## src/rtl/uart_pkt_pkg.sv

```systemverilog
// Shared definitions for the UART packet frame controller: FSM state
// encoding, error codes, default sync marker and the timeout helper.
package uart_pkt_pkg;

  typedef enum logic [2:0] {
    IDLE    = 3'd0,
    TYPE    = 3'd1,
    LEN     = 3'd2,
    PAYLOAD = 3'd3,
    CHECK   = 3'd4,
    OUT     = 3'd5
  } state_e;

  localparam logic [1:0] ERR_TIMEOUT = 2'd0;
  localparam logic [1:0] ERR_LEN     = 2'd1;
  localparam logic [1:0] ERR_CHK     = 2'd2;
  localparam logic [1:0] ERR_OVR     = 2'd3;

  localparam logic [7:0] DEFAULT_SYNC_BYTE = 8'hA5;

  // Inter-byte gap limit expressed in clock cycles.
  function automatic int timeout_cycles(input int clk_freq, input int us);
    return clk_freq / 1_000_000 * us;
  endfunction

endpackage

```

## src/rtl/uart_gap_timer.sv

```systemverilog
// Inter-byte gap timer: counts cycles while enabled, restarts on clear and
// flags the last cycle of the allowed gap.
module uart_gap_timer #(
  parameter int CYCLES = 1000
) (
  input  logic clk,
  input  logic reset_n,
  input  logic clear,
  input  logic enable,
  output logic expired
);

  localparam int W = (CYCLES < 2) ? 1 : $clog2(CYCLES + 1);
  localparam logic [W-1:0] LAST = W'(CYCLES - 1);

  logic [W-1:0] cnt_q;

  assign expired = enable && (cnt_q == LAST);

  // Count the gap; clear wins, and the count parks on the last value.
  always_ff @(posedge clk or negedge reset_n) begin
    if (!reset_n) begin
      cnt_q <= '0;
    end else if (clear) begin
      cnt_q <= '0;
    end else if (enable && !expired) begin
      cnt_q <= cnt_q + W'(1);
    end
  end

endmodule

```

## src/rtl/uart_packet_ctrl.sv

```systemverilog
// Frame controller behind the UART byte receiver.
// Parses SYNC, TYPE, LEN, LEN payload bytes and (with PKT_CHECKSUM_EN
// defined) a trailing XOR checksum byte, then offers the packet as one
// command.
// Command handshake: cmd_valid rises with the command fields stable and
// stays high, fields unchanged, until the cycle cmd_valid && cmd_ready;
// the controller is back in IDLE on the following cycle.
// dbg_state exposes the FSM state register for observation.
module uart_packet_ctrl
  import uart_pkt_pkg::*;
#(
  parameter int          CLK_FREQ   = 100_000_000,
  parameter int          TIMEOUT_US = 2000,
  parameter int          MAX_LEN    = 8,
  parameter logic [7:0]  SYNC_BYTE  = DEFAULT_SYNC_BYTE
) (
  input  logic                 clk,
  input  logic                 reset_n,
  input  logic [7:0]           rx_data,
  input  logic                 rx_valid,
  output logic [7:0]           cmd_type,
  output logic [3:0]           cmd_len,
  output logic [8*MAX_LEN-1:0] cmd_payload,
  output logic                 cmd_valid,
  input  logic                 cmd_ready,
  output logic                 err_pulse,
  output logic [1:0]           err_code,
  output logic                 busy,
  output logic [2:0]           dbg_state
);

  localparam int         TIMEOUT_CYCLES = timeout_cycles(CLK_FREQ, TIMEOUT_US);
  localparam logic [7:0] MAX_LEN_B      = 8'(MAX_LEN);

`ifdef PKT_CHECKSUM_EN
  localparam state_e FINAL_ST = CHECK;
`else
  localparam state_e FINAL_ST = OUT;
`endif

  state_e               state_q, state_d;
  logic [7:0]           type_q, type_d;
  logic [3:0]           len_q, len_d;
  logic [3:0]           idx_q, idx_d;
  logic [8*MAX_LEN-1:0] payload_q, payload_d;
  logic                 valid_q, valid_d;
  logic                 busy_q, busy_d;
  logic                 err_pulse_q, err_pulse_d;
  logic [1:0]           err_code_q, err_code_d;
`ifdef PKT_CHECKSUM_EN
  logic [7:0]           acc_q, acc_d;
`endif

  logic gap_active;
  logic gap_clear;
  logic gap_expired;

  // The gap timer only runs while a frame is being collected.
  assign gap_active = (state_q == TYPE) || (state_q == LEN) ||
                      (state_q == PAYLOAD) || (state_q == CHECK);
  assign gap_clear  = rx_valid || !gap_active;

  uart_gap_timer #(
    .CYCLES (TIMEOUT_CYCLES)
  ) u_gap_timer (
    .clk     (clk),
    .reset_n (reset_n),
    .clear   (gap_clear),
    .enable  (gap_active),
    .expired (gap_expired)
  );

  // Next-state and output decode for the frame parser.
  always_comb begin
    state_d     = state_q;
    type_d      = type_q;
    len_d       = len_q;
    idx_d       = idx_q;
    payload_d   = payload_q;
    err_pulse_d = 1'b0;
    err_code_d  = err_code_q;
`ifdef PKT_CHECKSUM_EN
    acc_d       = acc_q;
`endif

    case (state_q)
      IDLE: begin
        if (rx_valid && (rx_data == SYNC_BYTE)) state_d = TYPE;
      end
      TYPE: begin
        if (rx_valid) begin
          type_d  = rx_data;
`ifdef PKT_CHECKSUM_EN
          acc_d   = rx_data;
`endif
          state_d = LEN;
        end
      end
      LEN: begin
        if (rx_valid) begin
          if (rx_data > MAX_LEN_B) begin
            state_d     = IDLE;
            err_pulse_d = 1'b1;
            err_code_d  = ERR_LEN;
          end else begin
            len_d     = rx_data[3:0];
            payload_d = '0;
            idx_d     = 4'd0;
`ifdef PKT_CHECKSUM_EN
            acc_d     = acc_q ^ rx_data;
`endif
            state_d   = (rx_data == 8'd0) ? FINAL_ST : PAYLOAD;
          end
        end
      end
      PAYLOAD: begin
        if (rx_valid) begin
          for (int i = 0; i < MAX_LEN; i++) begin
            if (idx_q == 4'(i)) payload_d[8*i +: 8] = rx_data;
          end
`ifdef PKT_CHECKSUM_EN
          acc_d = acc_q ^ rx_data;
`endif
          idx_d = idx_q + 4'd1;
          if (idx_q == (len_q - 4'd1)) state_d = FINAL_ST;
        end
      end
`ifdef PKT_CHECKSUM_EN
      CHECK: begin
        if (rx_valid) begin
          if (rx_data == acc_q) begin
            state_d = OUT;
          end else begin
            state_d     = IDLE;
            err_pulse_d = 1'b1;
            err_code_d  = ERR_CHK;
          end
        end
      end
`endif
      OUT: begin
        // A byte arriving while the command is pending has nowhere to go.
        if (rx_valid) begin
          err_pulse_d = 1'b1;
          err_code_d  = ERR_OVR;
        end
        if (cmd_ready) state_d = IDLE;
      end
      default: state_d = IDLE;
    endcase

    // A stalled frame is abandoned; an arriving byte always takes priority.
    if (gap_active && !rx_valid && gap_expired) begin
      state_d     = IDLE;
      err_pulse_d = 1'b1;
      err_code_d  = ERR_TIMEOUT;
    end

    valid_d = (state_d == OUT);
    busy_d  = (state_d != IDLE);
  end

  // State and registered outputs.
  always_ff @(posedge clk or negedge reset_n) begin
    if (!reset_n) begin
      state_q     <= IDLE;
      type_q      <= 8'd0;
      len_q       <= 4'd0;
      idx_q       <= 4'd0;
      payload_q   <= '0;
      valid_q     <= 1'b0;
      busy_q      <= 1'b0;
      err_pulse_q <= 1'b0;
      err_code_q  <= 2'd0;
`ifdef PKT_CHECKSUM_EN
      acc_q       <= 8'd0;
`endif
    end else begin
      state_q     <= state_d;
      type_q      <= type_d;
      len_q       <= len_d;
      idx_q       <= idx_d;
      payload_q   <= payload_d;
      valid_q     <= valid_d;
      busy_q      <= busy_d;
      err_pulse_q <= err_pulse_d;
      err_code_q  <= err_code_d;
`ifdef PKT_CHECKSUM_EN
      acc_q       <= acc_d;
`endif
    end
  end

  assign cmd_type    = type_q;
  assign cmd_len     = len_q;
  assign cmd_payload = payload_q;
  assign cmd_valid   = valid_q;
  assign busy        = busy_q;
  assign err_pulse   = err_pulse_q;
  assign err_code    = err_code_q;
  assign dbg_state   = state_q;

endmodule
```

## config.mk

```make
export PLATFORM = sky130hd
export DESIGN_NAME = uart_packet_ctrl
export DESIGN_NICKNAME = d
export VERILOG_FILES = /design/src/rtl/uart_pkt_pkg.sv /design/src/rtl/uart_gap_timer.sv /design/src/rtl/uart_packet_ctrl.sv
export SDC_FILE = /design/constraint.sdc
export NUM_CORES = 1
export LEC_CHECK = 0
export CAP_MARGIN = 0
export CELL_PAD_IN_SITES_DETAIL_PLACEMENT = 1
export CELL_PAD_IN_SITES_GLOBAL_PLACEMENT = 2
export CORE_ASPECT_RATIO = 1.4
export CORE_MARGIN = 1.5
export CORE_UTILIZATION = 35
export DETAILED_ROUTE_END_ITERATION = 7
export GPL_TIMING_DRIVEN = 0
export PLACE_DENSITY_LB_ADDON = 0.2
export SETUP_SLACK_MARGIN = 0.15
export SLEW_MARGIN = 0
export SYNTH_ARGS = -nofsm -noshare
export SYNTH_HDL_FRONTEND = slang
export SYNTH_SLANG_ARGS = --single-unit
```

## constraint.sdc

```tcl
create_clock -name clk -period 2.8 [get_ports clk]
set_clock_uncertainty 0.2 [all_clocks]
set_input_delay 0.7 -clock clk [delete_from_list [all_inputs] [get_ports clk]]
set_output_delay 0.7 -clock clk [all_outputs]
set_load 0.05 [all_outputs]
```

## Word-level counts from Yosys, hierarchy flattened

Index checks and enable logic that the tools add are counted.

- Add/subtract/negate cells: 3
- Order comparisons: 1
- Eq/ne operators: 30
- Mux-type cells: 38
- Bitwise operators: 1
- Reductions and logical operators: 31

Operators with widths:

| kind | count |
|---|---|
| 2-to-1 mux 64 bit | 3 |
| one-hot mux 64 bit (2 select lines) | 1 |
| 2-to-1 mux 8 bit | 8 |
| AND reduction 5 bit | 8 |
| 2-to-1 mux 18 bit | 2 |
| 2-to-1 mux 3 bit | 9 |
| adder 18 x 1 -> 18 bit, second input constant | 1 |
| equality test 18 bit, second input constant | 1 |
| equality test 4 x 3 -> 1 bit, second input constant | 4 |
| inequality test 2 x 1 -> 1 bit, second input constant | 8 |
| one-hot mux 3 bit (5 select lines) | 1 |
| 2-to-1 mux 4 bit | 3 |
| equality test 3 bit, second input constant | 3 |
| equality test 4 x 2 -> 1 bit, second input constant | 2 |
| equality test 8 bit, second input constant | 1 |
| > comparator 8 x 4 -> 1 bit, second input constant | 1 |
| zero test 8 bit | 1 |
| 2-to-1 mux 2 bit | 4 |
| one-hot mux 4 bit (2 select lines) | 1 |
| AND reduction 4 bit | 2 |
| equality test 3 x 2 -> 1 bit, second input constant | 2 |
| inequality test 2 bit, second input constant | 3 |
| nonzero test 3 bit | 2 |
| logical AND 1 bit | 5 |
| 19 further kinds | 28 |

- Bits in registers: 106
- Output and inout port bits: 84

## Longest topological paths before layout

Gate-level depths: netlist of run 1.

- Depth after elaboration: 9
- Depth in mapped cells: 8

## By module

Synthesis of run 1 repeated with hierarchy kept, for this count alone.

- Cell total of the unflattened synthesis: 458
- Area, all modules: 5083.6 um2

Modules (own cells, without submodules):

| module | times used | cells an instance | area each (um2) | seq. area each (um2) |
|---|---|---|---|---|
| uart_packet_ctrl | 1 | 353 | 4076.4 | 2202.1 |
| uart_gap_timer | 1 | 105 | 1007.2 | 450.4 |

## Worst setup path before layout of run 1

No wires, ideal clock.

- Path kind: input to register
- Start point: input rx_data[6]
- End point: register payload_q[56], in the netlist cmd_payload[56]
- Library setup time: 0.125 ns
- Arrival: 2.420 ns
- Setup slack: 0.055 ns
- Stages: 7
- Cells stage by stage: or4_4 -> o21a_2 -> or2_1 -> buf_6 -> a21o_1 -> buf_6 -> mux2_4

- Longest elaborated chain between the ends: 3

RTL lines:

| item | RTL line | source |
|---|---|---|
| start, declared | uart_packet_ctrl.sv:19 | `input logic [7:0] rx_data,` |
| > comparator 8 x 4 -> 1 bit | uart_packet_ctrl.sv:101 | `if (rx_data > MAX_LEN_B) begin` |
| inequality test 2 bit (no source line) | n/a |  |
| AND reduction 5 bit (no source line) | n/a |  |
| end signal, assigned | uart_packet_ctrl.sv:183 | `payload_q <= payload_d;` |
| end, declared | uart_packet_ctrl.sv:45 | `logic [8*MAX_LEN-1:0] payload_q, payload_d;` |

No other way between the ends.
A chain may end at the register's enable or synchronous reset.

## Worst setup path after layout of run 1

- Start point: input rx_data[7]
- End point: register payload_q[52], in the netlist cmd_payload[52]

Same word-level chain as after synthesis.

==> results of run 1 <==
## how the worst max path moves through the flow
stage | start | endpoint | slack, ps | cells after the start
3_3_place_gp | reset_n | cmd_payload[12]$_DFFE_PN0P_ | -3320 | 1
5_1_grt | rx_data[7] | cmd_payload[30]$_DFFE_PN0P_ | 160 | 8
3_5_place_dp | rx_data[6] | cmd_payload[14]$_DFFE_PN0P_ | -690 | 7
6_report | rx_data[7] | cmd_payload[52]$_DFFE_PN0P_ | 190 | 8
4_1_cts | dbg_state[0]$_DFF_PN0_ | dbg_state[0] | 150 | 1
2_1_floorplan | rx_data[6] | cmd_payload[56]$_DFFE_PN0P_ | 70 | 7
## cell type report
cell class	count	share of cell area, %
plain buffers	22	1.86
repair buffers	103	16.3
multi-input cells	246	32.3
flip-flops and latches	106	40.7
well taps	182	3.50
clock buffers	9	3.46
clock inverters	7	1.42
inverters	8	0.461
## per-stage QoR
step                      cells  power (mW)  utilization (%)
after floorplan             382        1.62                -
after global placement      658        1.70             45.0
after detailed placement    659        1.70             45.2
after CTS                   682        3.06             48.3
after global routing        683        3.13             48.4
final                       683        3.02             48.4
## cells in the final DEF, fill, tap and decap left out, types with 8 or more instances in the layout
cell and n:
clkdlybuf4s50_1 83, nand3_1 12, clkbuf_1 16, nand2_1 19, clkbuf_16 9, mux2_4 36, a21oi_1 10, nor2_1 23
dfrtp_1 106, and2_1 10, xor2_1 11, mux2_2 37, o21ai_0 13, inv_1 8, xnor2_1 11
## routing by layer
layer	vias up	global-route usage, %	wire (um)
met5	-	0	0
met4	0	5.26	173
met3	13	6.63	733
met2	70	31.0	6510
met1	1729	22.2	5140
li1	1546	-	-
## sequential cells by signal, summed over array words and instances (netlist names)
| register | count |
|---|---|
| cmd_type | 8 |
| dbg_state | 3 |
| busy | 1 |
| cmd_payload | 64 |
| cmd_valid | 1 |
| u_gap_timer.cnt_q | 18 |
| err_pulse | 1 |
| idx_q | 4 |
| err_code | 2 |
| cmd_len | 4 |
## Yosys cell counts, types with 3 or more instances
master / instances
a21o_1: 4
a21oi_1: 10
a21oi_4: 4
and2_1: 10
and3_1: 6
buf_6: 5
clkbuf_1: 16
dfrtp_1: 106
ha_1: 6
inv_1: 8
mux2_2: 41
mux2_4: 32
nand2_1: 19
nand3_1: 12
nand4_1: 3
nor2_1: 23
nor3_1: 8
nor3b_1: 4
o21ai_0: 13
or3_1: 3
xnor2_1: 11
xor2_1: 11
## cell families after synthesis
| kind of cell | after synthesis | share of synthesized area, % |
|---|---|---|
| AO/OA/AOI/OAI | 40 | 5.89 |
| XOR/XNOR | 22 | 3.96 |
| adder cells (fa/ha/maj) | 6 | 1.54 |
| buffers and inverters | 30 | 3.09 |
| flip-flops | 106 | 54.5 |
| multiplexers | 73 | 19.4 |
| AND/OR/NAND/NOR | 105 | 11.6 |
## where the power goes
part / switching [mW] / leakage [nW] / internal [mW]
sequential: 0.00497 / 1.47 / 1.54
clock: 0.635 / 0.156 / 0.720
combinational: 0.0840 / 1.41 / 0.0374
## worst reg2reg max path, delay by kind of cell (launching register included)
family | cells | cell delay [ps]
AO/OA/AOI/OAI | 1 | 400
AND/OR/NAND/NOR | 4 | 1350
flip-flops | 1 | 430
## what timing repair did
| action | 4_1_cts | 5_1_grt |
|---|---|---|
| resized for setup | 21 | 6 |
| pin swaps | 2 | 1 |
| endpoints found under the setup margin | 72 | 68 |
| setup buffers | 6 | 1 |
| cloned | 1 | 0 |
==> results.json, run 1 <==
{
  "coreArea_um2": 13500,
  "synth_edf_count": 0,
  "dpl_cell_area_um2": 6080,
  "grt_max_degree": 72,
  "ir_drop_v": 0.000258,
  "clock.fmax_ghz": 0.383,
  "synth_flop_cell": "dfrtp_1",
  "yosys-top-cells-area": "dfrtp_1 55%, mux2_4 9.9%, mux2_2 9.5%, xnor2_1 2.0%, xor2_1 2.0%",
  "syn-num-nets": 400,
  "remaining_drc_errors": 0,
  "critPathKind": "input pin to register",
  "layout_setup_ws_ps": 187,
  "timing.rr.start": "u_gap_timer.cnt_q[14]$_DFFE_PN0P_",
  "holdBufCountCts": 0,
  "setup_viol": 0,
  "syn2layout_area_growth_pct": 33.9,
  "vias": 3358,
  "design_area_um2": 6510,
  "cts_tree": "done",
  "period_minus_slack_ps": 2610,
  "maxCapViolCount": 0,
  "ant_nets": 0,
  "synth_top_area_share_pct": 54.5,
  "num-fill-cells": 1433,
  "synthArstFlopShare_pct": 100,
  "cts.root.buffer_cell": "clkbuf_16",
  "num_rows": 50,
  "synth_cells": 382,
  "grt_usage_pct": 18.5,
  "synth_top_area_cell": "dfrtp_1",
  "nNetsFinal": 514,
  "ys_ff_latch": 106,
  "dieHeight_um": 143,
  "path_cells": "buf_2 -> or4_4 -> o21a_4 -> or2_4 -> buf_6 -> a21o_1 -> buf_6 -> mux2_4",
  "antenna_found_initial": 0,
  "wl_um": 12600,
  "p_leak_nw": 3.03,
  "r2r_slack_ps": 280,
  "slew_violations": 0,
  "antenna_cells": 0,
  "start_util_pct": 36.2,
  "crit_buf_inv": 3,
  "yosysSeqAreaShare_pct": 54.5,
  "grt-ovfl-total": 0,
  "first_global_vias": 3652,
  "worstMarginPinSlew_ps": 618,
  "ff2ff_path_depth": 5,
  "dpl.hpwl_um": 8670,
  "finalCritPeriodShare_pct": 93.3,
  "worstPathArrival_ps": 2650,
  "crit_top_cell": "buf_6",
  "clkTransAtPathRegs_ps": 80,
  "cts_sinks": 106,
  "max_stage_delay_ps": 570,
  "gp_congestion": 0.807,
  "avgSynthCellArea_um2": 12.7,
  "multi_input_area_um2": 2100,
  "timing.hold.ws_ps": 110,
  "die_area_um2": 14600,
  "min_path_type": "input pin to asynchronous set/reset pin",
  "io_pins": 96,
  "dpl_worst_slack_ps": -687,
  "status": "completed",
  "cp_max_fo": 8,
  "syn_area_um2": 4870,
  "cp_data_required_time_ps": 2840,
  "cts_buffers": 9,
  "critPathCaptureType": "register",
  "htree_levels": 3,
  "routedWlPerCell_um": 18.4,
  "rsz0062_at_grt": "false",
  "maxSlewHeadroom_pct": 58.8,
  "drtIter0Drc": 99,
  "portBuffers": 94,
  "drtPass1Iterations": 4,
  "grt_first_pass_wirelength_um": 20300,
  "die_x_um": 103,
  "slowest_stage": "or4_4",
  "insertion_delay_ps": 350,
  "p_per_area_nw_per_um2": 463,
  "ys_types": 46,
  "cts.path.max_buffers": 2,
  "seq_area_um2": 2650,
  "cp-start-kind": "input pin",
  "final_layout_size_suffix_gt1_share_pct": 24.4,
  "tns_ps": 0,
  "cp_top_family": "simple AND/OR/NAND/NOR gates",
  "yosysWarnings": 0,
  "viasPerCell": 4.92,
  "reg2reg_to": "dbg_state[0]$_DFF_PN0_",
  "final_hold_viol_count": 0
}
No activity file was read; power rests on OpenSTA's default activity.
==> run 2: changes to the inputs <==
REMOVE_ABC_BUFFERS = 1   (was unset)
==> results.json, run 2 (synthesis results as in run 1) <==
{
  "drtIter0Drc": 92,
  "setup_viol": 0,
  "comb_power_share_pct": 4.2,
  "critPathKind": "input pin to register",
  "antenna_found_initial": 0,
  "coreArea_um2": 13500,
  "grt-ovfl-total": 0,
  "p_clk_share_pct": 42.3,
  "cts_buffers": 9,
  "final_layout_size_suffix_gt1_share_pct": 25.7,
  "finalCritPeriodShare_pct": 93.2,
  "portBuffers": 95,
  "routedWlPerCell_um": 18.6,
  "ir_drop_v": 0.000221,
  "cts_sinks": 106,
  "cts.path.max_buffers": 2,
  "grt_first_pass_wirelength_um": 20100,
  "power_switching_mw": 0.695,
  "final_util_pct": 47.6,
  "grt_usage_pct": 18.1,
  "period_minus_slack_ps": 2610,
  "placed_cells": 639,
  "die_x_um": 103,
  "worstPathArrival_ps": 2650,
  "r2r_slack_ps": 270,
  "rsz0062_at_grt": "true",
  "maxCapViolCount": 0,
  "p_per_area_nw_per_um2": 450,
  "final_hold_viol_count": 0,
  "dpl_worst_slack_ps": -876,
  "insertion_delay_ps": 350,
  "viasPerCell": 4.93,
  "cp_max_fo": 8,
  "swShare_pct": 24.1,
  "tns_ps": 0,
  "cts.root.buffer_cell": "clkbuf_16",
  "dpl_cell_area_um2": 5970,
  "cts_tree": "done",
  "startpoint": "rx_data[5]",
  "dieHeight_um": 143,
  "first_global_vias": 3663,
  "clock.fmax_ghz": 0.383,
  "largest_reg_flops": 64,
  "drtPass1Iterations": 4,
  "num_rows": 50,
  "cp_data_required_time_ps": 2840,
  "syn2layout_area_growth_pct": 31.6,
  "design_area_um2": 6400,
  "layout_setup_ws_ps": 190,
  "antenna_cells": 0,
  "cp-start-kind": "input pin",
  "htree_levels": 3,
  "grt_max_degree": 56,
  "vias": 3272,
  "ant_nets": 0,
  "start_util_pct": 36.2,
  "io_pins": 96,
  "stdcell_count": 664,
  "nNetsFinal": 496,
  "final_common_cell": "dfrtp_1",
  "dpl.hpwl_um": 8630,
  "p_seq_share_pct": 53.5,
  "p_leak_nw": 2.99,
  "wl_um": 12400,
  "min_path_type": "input pin to asynchronous set/reset pin",
  "slew_violations": 0,
  "status": "completed",
  "clkTransAtPathRegs_ps": 80,
  "gp_congestion": 0.766,
  "worstMarginPinSlew_ps": 690,
  "maxSlewHeadroom_pct": 54.0,
  "internal_power_mw": 2.19,
  "timing.rr.start": "u_gap_timer.cnt_q[14]$_DFFE_PN0P_",
  "most-common-layout-cells": "106 x dfrtp_1, 82 x clkdlybuf4s50_1, 40 x mux2_2, 33 x mux2_4, 23 x nor2_1",
  "critPathCaptureType": "register",
  "remaining_drc_errors": 0,
  "die_area_um2": 14600
}
run 2: cell count changes in the layout (fill, tap and decap cells not counted), sizes merged:
cell / delta
buf: -2
clkdlybuf4s15: +1
clkinv: -1
clkbuf: -17
clkinvlp: +1
clkdlybuf4s50: -1
dlygate4sd2: +1
bufinv: -1
run 2: path summary, 6_finish.rpt:
kind,endpoint,cells past startpoint
setup reg to reg,dbg_state[0]$_DFF_PN0_,5
setup / recovery,cmd_payload[2]$_DFFE_PN0P_,8
hold / removal,u_gap_timer.cnt_q[17]$_DFFE_PN0P_,1
max in group asynchronous,cmd_payload[60]$_DFFE_PN0P_,2
min in group clk,cmd_payload[28]$_DFFE_PN0P_,1
hold reg to reg,cmd_payload[28]$_DFFE_PN0P_,1
run 2: critical path, stage by stage:
cell	delay, ps
buf_2	130
or4_4	550
o21a_4	240
or2_4	250
buf_8	140
a21oi_4	140
buf_12	150
mux2_2	330
run 2: stage by stage:
step	power [mW]	hold WS, ps
after floorplan	1.62	204
after global placement	1.69	289
after detailed placement	1.70	297
after CTS	2.92	206
after global routing	2.98	237
final	2.88	189
run 2: layout make-up:
type / instances / area [um2]
clock buffer: 9 / 225
clock inverter: 6 / 50.0
fill: 1397 / 7050
inverter: 8 / 30.0
multi-input combinational: 246 / 2120
sequential: 106 / 2650
tap: 182 / 228
timing repair buffer: 107 / 1100
run 2: timing repair:
item | in CTS | in global routing
hold endpoints to repair | 0 | 0
hold buffers | 0 | 0
pin swaps | 3 | 2
buffers inserted | 9 | 1
endpoints found under the setup margin | 74 | 71
resized for setup | 31 | 11
run 2: power by group through the flow:
stage | combinational (mW) | clock, mW | sequential (mW)
after floorplan | 0.0171 | 0 | 1.60
after global placement | 0.122 | 0 | 1.57
after detailed placement | 0.128 | 0 | 1.57
after CTS | 0.126 | 1.25 | 1.54
after global routing | 0.132 | 1.31 | 1.54
final | 0.122 | 1.22 | 1.54
run 2: layer usage:
| layer | vias to the layer above | routed length (um) | global-route usage (%) |
|---|---|---|---|
| met1 | 1691 | 5080 | 21.8 |
| met2 | 61 | 6570 | 31.4 |
| met5 | - | 0 | 0 |
| met3 | 13 | 561 | 4.81 |
| li1 | 1507 | - | - |
| met4 | 0 | 168 | 4.90 |
==> run 3: changes to the inputs <==
SKIP_CTS_REPAIR_TIMING = 1   (was unset)
==> results.json, run 3 (synthesis results as in run 1) <==
{
  "antenna_cells": 0,
  "worstPathArrival_ps": 2670,
  "p_per_area_nw_per_um2": 449,
  "antenna_found_initial": 0,
  "htree_levels": 3,
  "gp_congestion": 0.766,
  "p_total_mw": 2.89,
  "worstMarginPinSlew_ps": 691,
  "dieHeight_um": 143,
  "insertion_delay_ps": 350,
  "cp_data_required_time_ps": 2830,
  "portBuffers": 95,
  "remaining_drc_errors": 0,
  "largest_reg_flops": 64,
  "comb_power_share_pct": 4.3,
  "finalCritPeriodShare_pct": 94.1,
  "power_switching_mw": 0.698,
  "final_layout_size_suffix_gt1_share_pct": 25.4,
  "grt_max_degree": 56,
  "die_area_um2": 14600,
  "cts_buffers": 9,
  "critPathKind": "input pin to register",
  "final_common_cell": "dfrtp_1",
  "vias": 3261,
  "internal_power_mw": 2.19,
  "cts.path.max_buffers": 2,
  "coreArea_um2": 13500,
  "period_minus_slack_ps": 2640,
  "setup_viol": 0,
  "p_seq_share_pct": 53.4,
  "slew_violations": 0,
  "min_path_type": "input pin to asynchronous set/reset pin",
  "cp_max_fo": 8,
  "clock.fmax_ghz": 0.379,
  "drtIter0Drc": 98,
  "syn2layout_area_growth_pct": 32.3,
  "wl_um": 12300,
  "final_util_pct": 47.9,
  "io_pins": 96,
  "first_global_vias": 3571,
  "num_rows": 50,
  "status": "completed",
  "p_leak_nw": 3.04,
  "final_hold_viol_count": 0,
  "clkTransAtPathRegs_ps": 80,
  "drtPass1Iterations": 4,
  "maxCapViolCount": 0,
  "nNetsFinal": 495,
  "start_util_pct": 36.2,
  "cp-start-kind": "input pin",
  "swShare_pct": 24.2,
  "critPathCaptureType": "register",
  "die_x_um": 103,
  "cts_tree": "done",
  "routedWlPerCell_um": 18.6,
  "cts_sinks": 106,
  "most-common-layout-cells": "106 x dfrtp_1, 82 x clkdlybuf4s50_1, 46 x mux2_4, 27 x mux2_2, 23 x nor2_1",
  "dpl.hpwl_um": 8630,
  "ir_drop_v": 0.000219,
  "maxSlewHeadroom_pct": 54.0,
  "ant_nets": 0,
  "cts.root.buffer_cell": "clkbuf_16",
  "grt_first_pass_wirelength_um": 19700,
  "rsz0062_at_grt": "true",
  "viasPerCell": 4.92,
  "grt-ovfl-total": 0,
  "grt_usage_pct": 17.7,
  "p_clk_share_pct": 42.3
}
[run 3: worst max-delay path, stage by stage]
cell,delay (ps)
buf_2,130
or4_4,560
o21a_4,230
or2_4,300
buf_6,130
a21oi_4,130
buf_12,150
mux2_2,330
[run 3: stage by stage]
stage	cell area [um2]	TNS, ps	cells	worst slack [ps]	hold WS [ps]
after floorplan	4750	-30910	360	-595	204
after global placement	5920	-415130	637	-3310	289
after detailed placement	5970	-56830	639	-876	297
after CTS	6240	-28880	654	-505	206
after global routing	6440	0	663	119	238
final	6440	0	663	164	188
[run 3: final timing paths]
| check | startpoint | to | slack [ps] | cells after the start |
|---|---|---|---|---|
| min | reset_n | u_gap_timer.cnt_q[17]$_DFFE_PN0P_ | 190 | 1 |
| max | rx_data[5] | cmd_payload[16]$_DFFE_PN0P_ | 160 | 8 |
| max reg2reg | dbg_state[0]$_DFF_PN0_ | cmd_payload[53]$_DFFE_PN0P_ | 360 | 5 |
| min reg2reg | cmd_payload[10]$_DFFE_PN0P_ | cmd_payload[10]$_DFFE_PN0P_ | 310 | 1 |
| max in group asynchronous | reset_n | cmd_len[0]$_DFFE_PN0P_ | 1490 | 2 |
| min in group clk | cmd_payload[10]$_DFFE_PN0P_ | cmd_payload[10]$_DFFE_PN0P_ | 310 | 1 |
[run 3: final cells by class]
| type | instances | area, um2 |
|---|---|---|
| inverters | 8 | 30.0 |
| well taps | 182 | 228 |
| flip-flops and latches | 106 | 2650 |
| fillers | 1393 | 7010 |
| clock inverters | 6 | 50.0 |
| multi-input cells | 246 | 2160 |
| repair buffers | 106 | 1090 |
| clock buffers | 9 | 225 |
[run 3: metal layers]
metal  GRT usage, %  up-vias  wire (um)
met1           21.6     1690       5110
met5              0        -          0
li1               -     1505          -
met2           30.5       57       6490
met4           4.54        0        133
met3           4.81        9        560
[run 3: power by group through the flow]
stage                     clock network (mW)  logic (mW)  registers [mW]
after detailed placement                   0       0.128            1.57
after global routing                    1.31       0.134            1.54
after floorplan                            0      0.0171            1.60
final                                   1.22       0.123            1.54
after CTS                               1.25       0.128            1.54
after global placement                     0       0.122            1.57
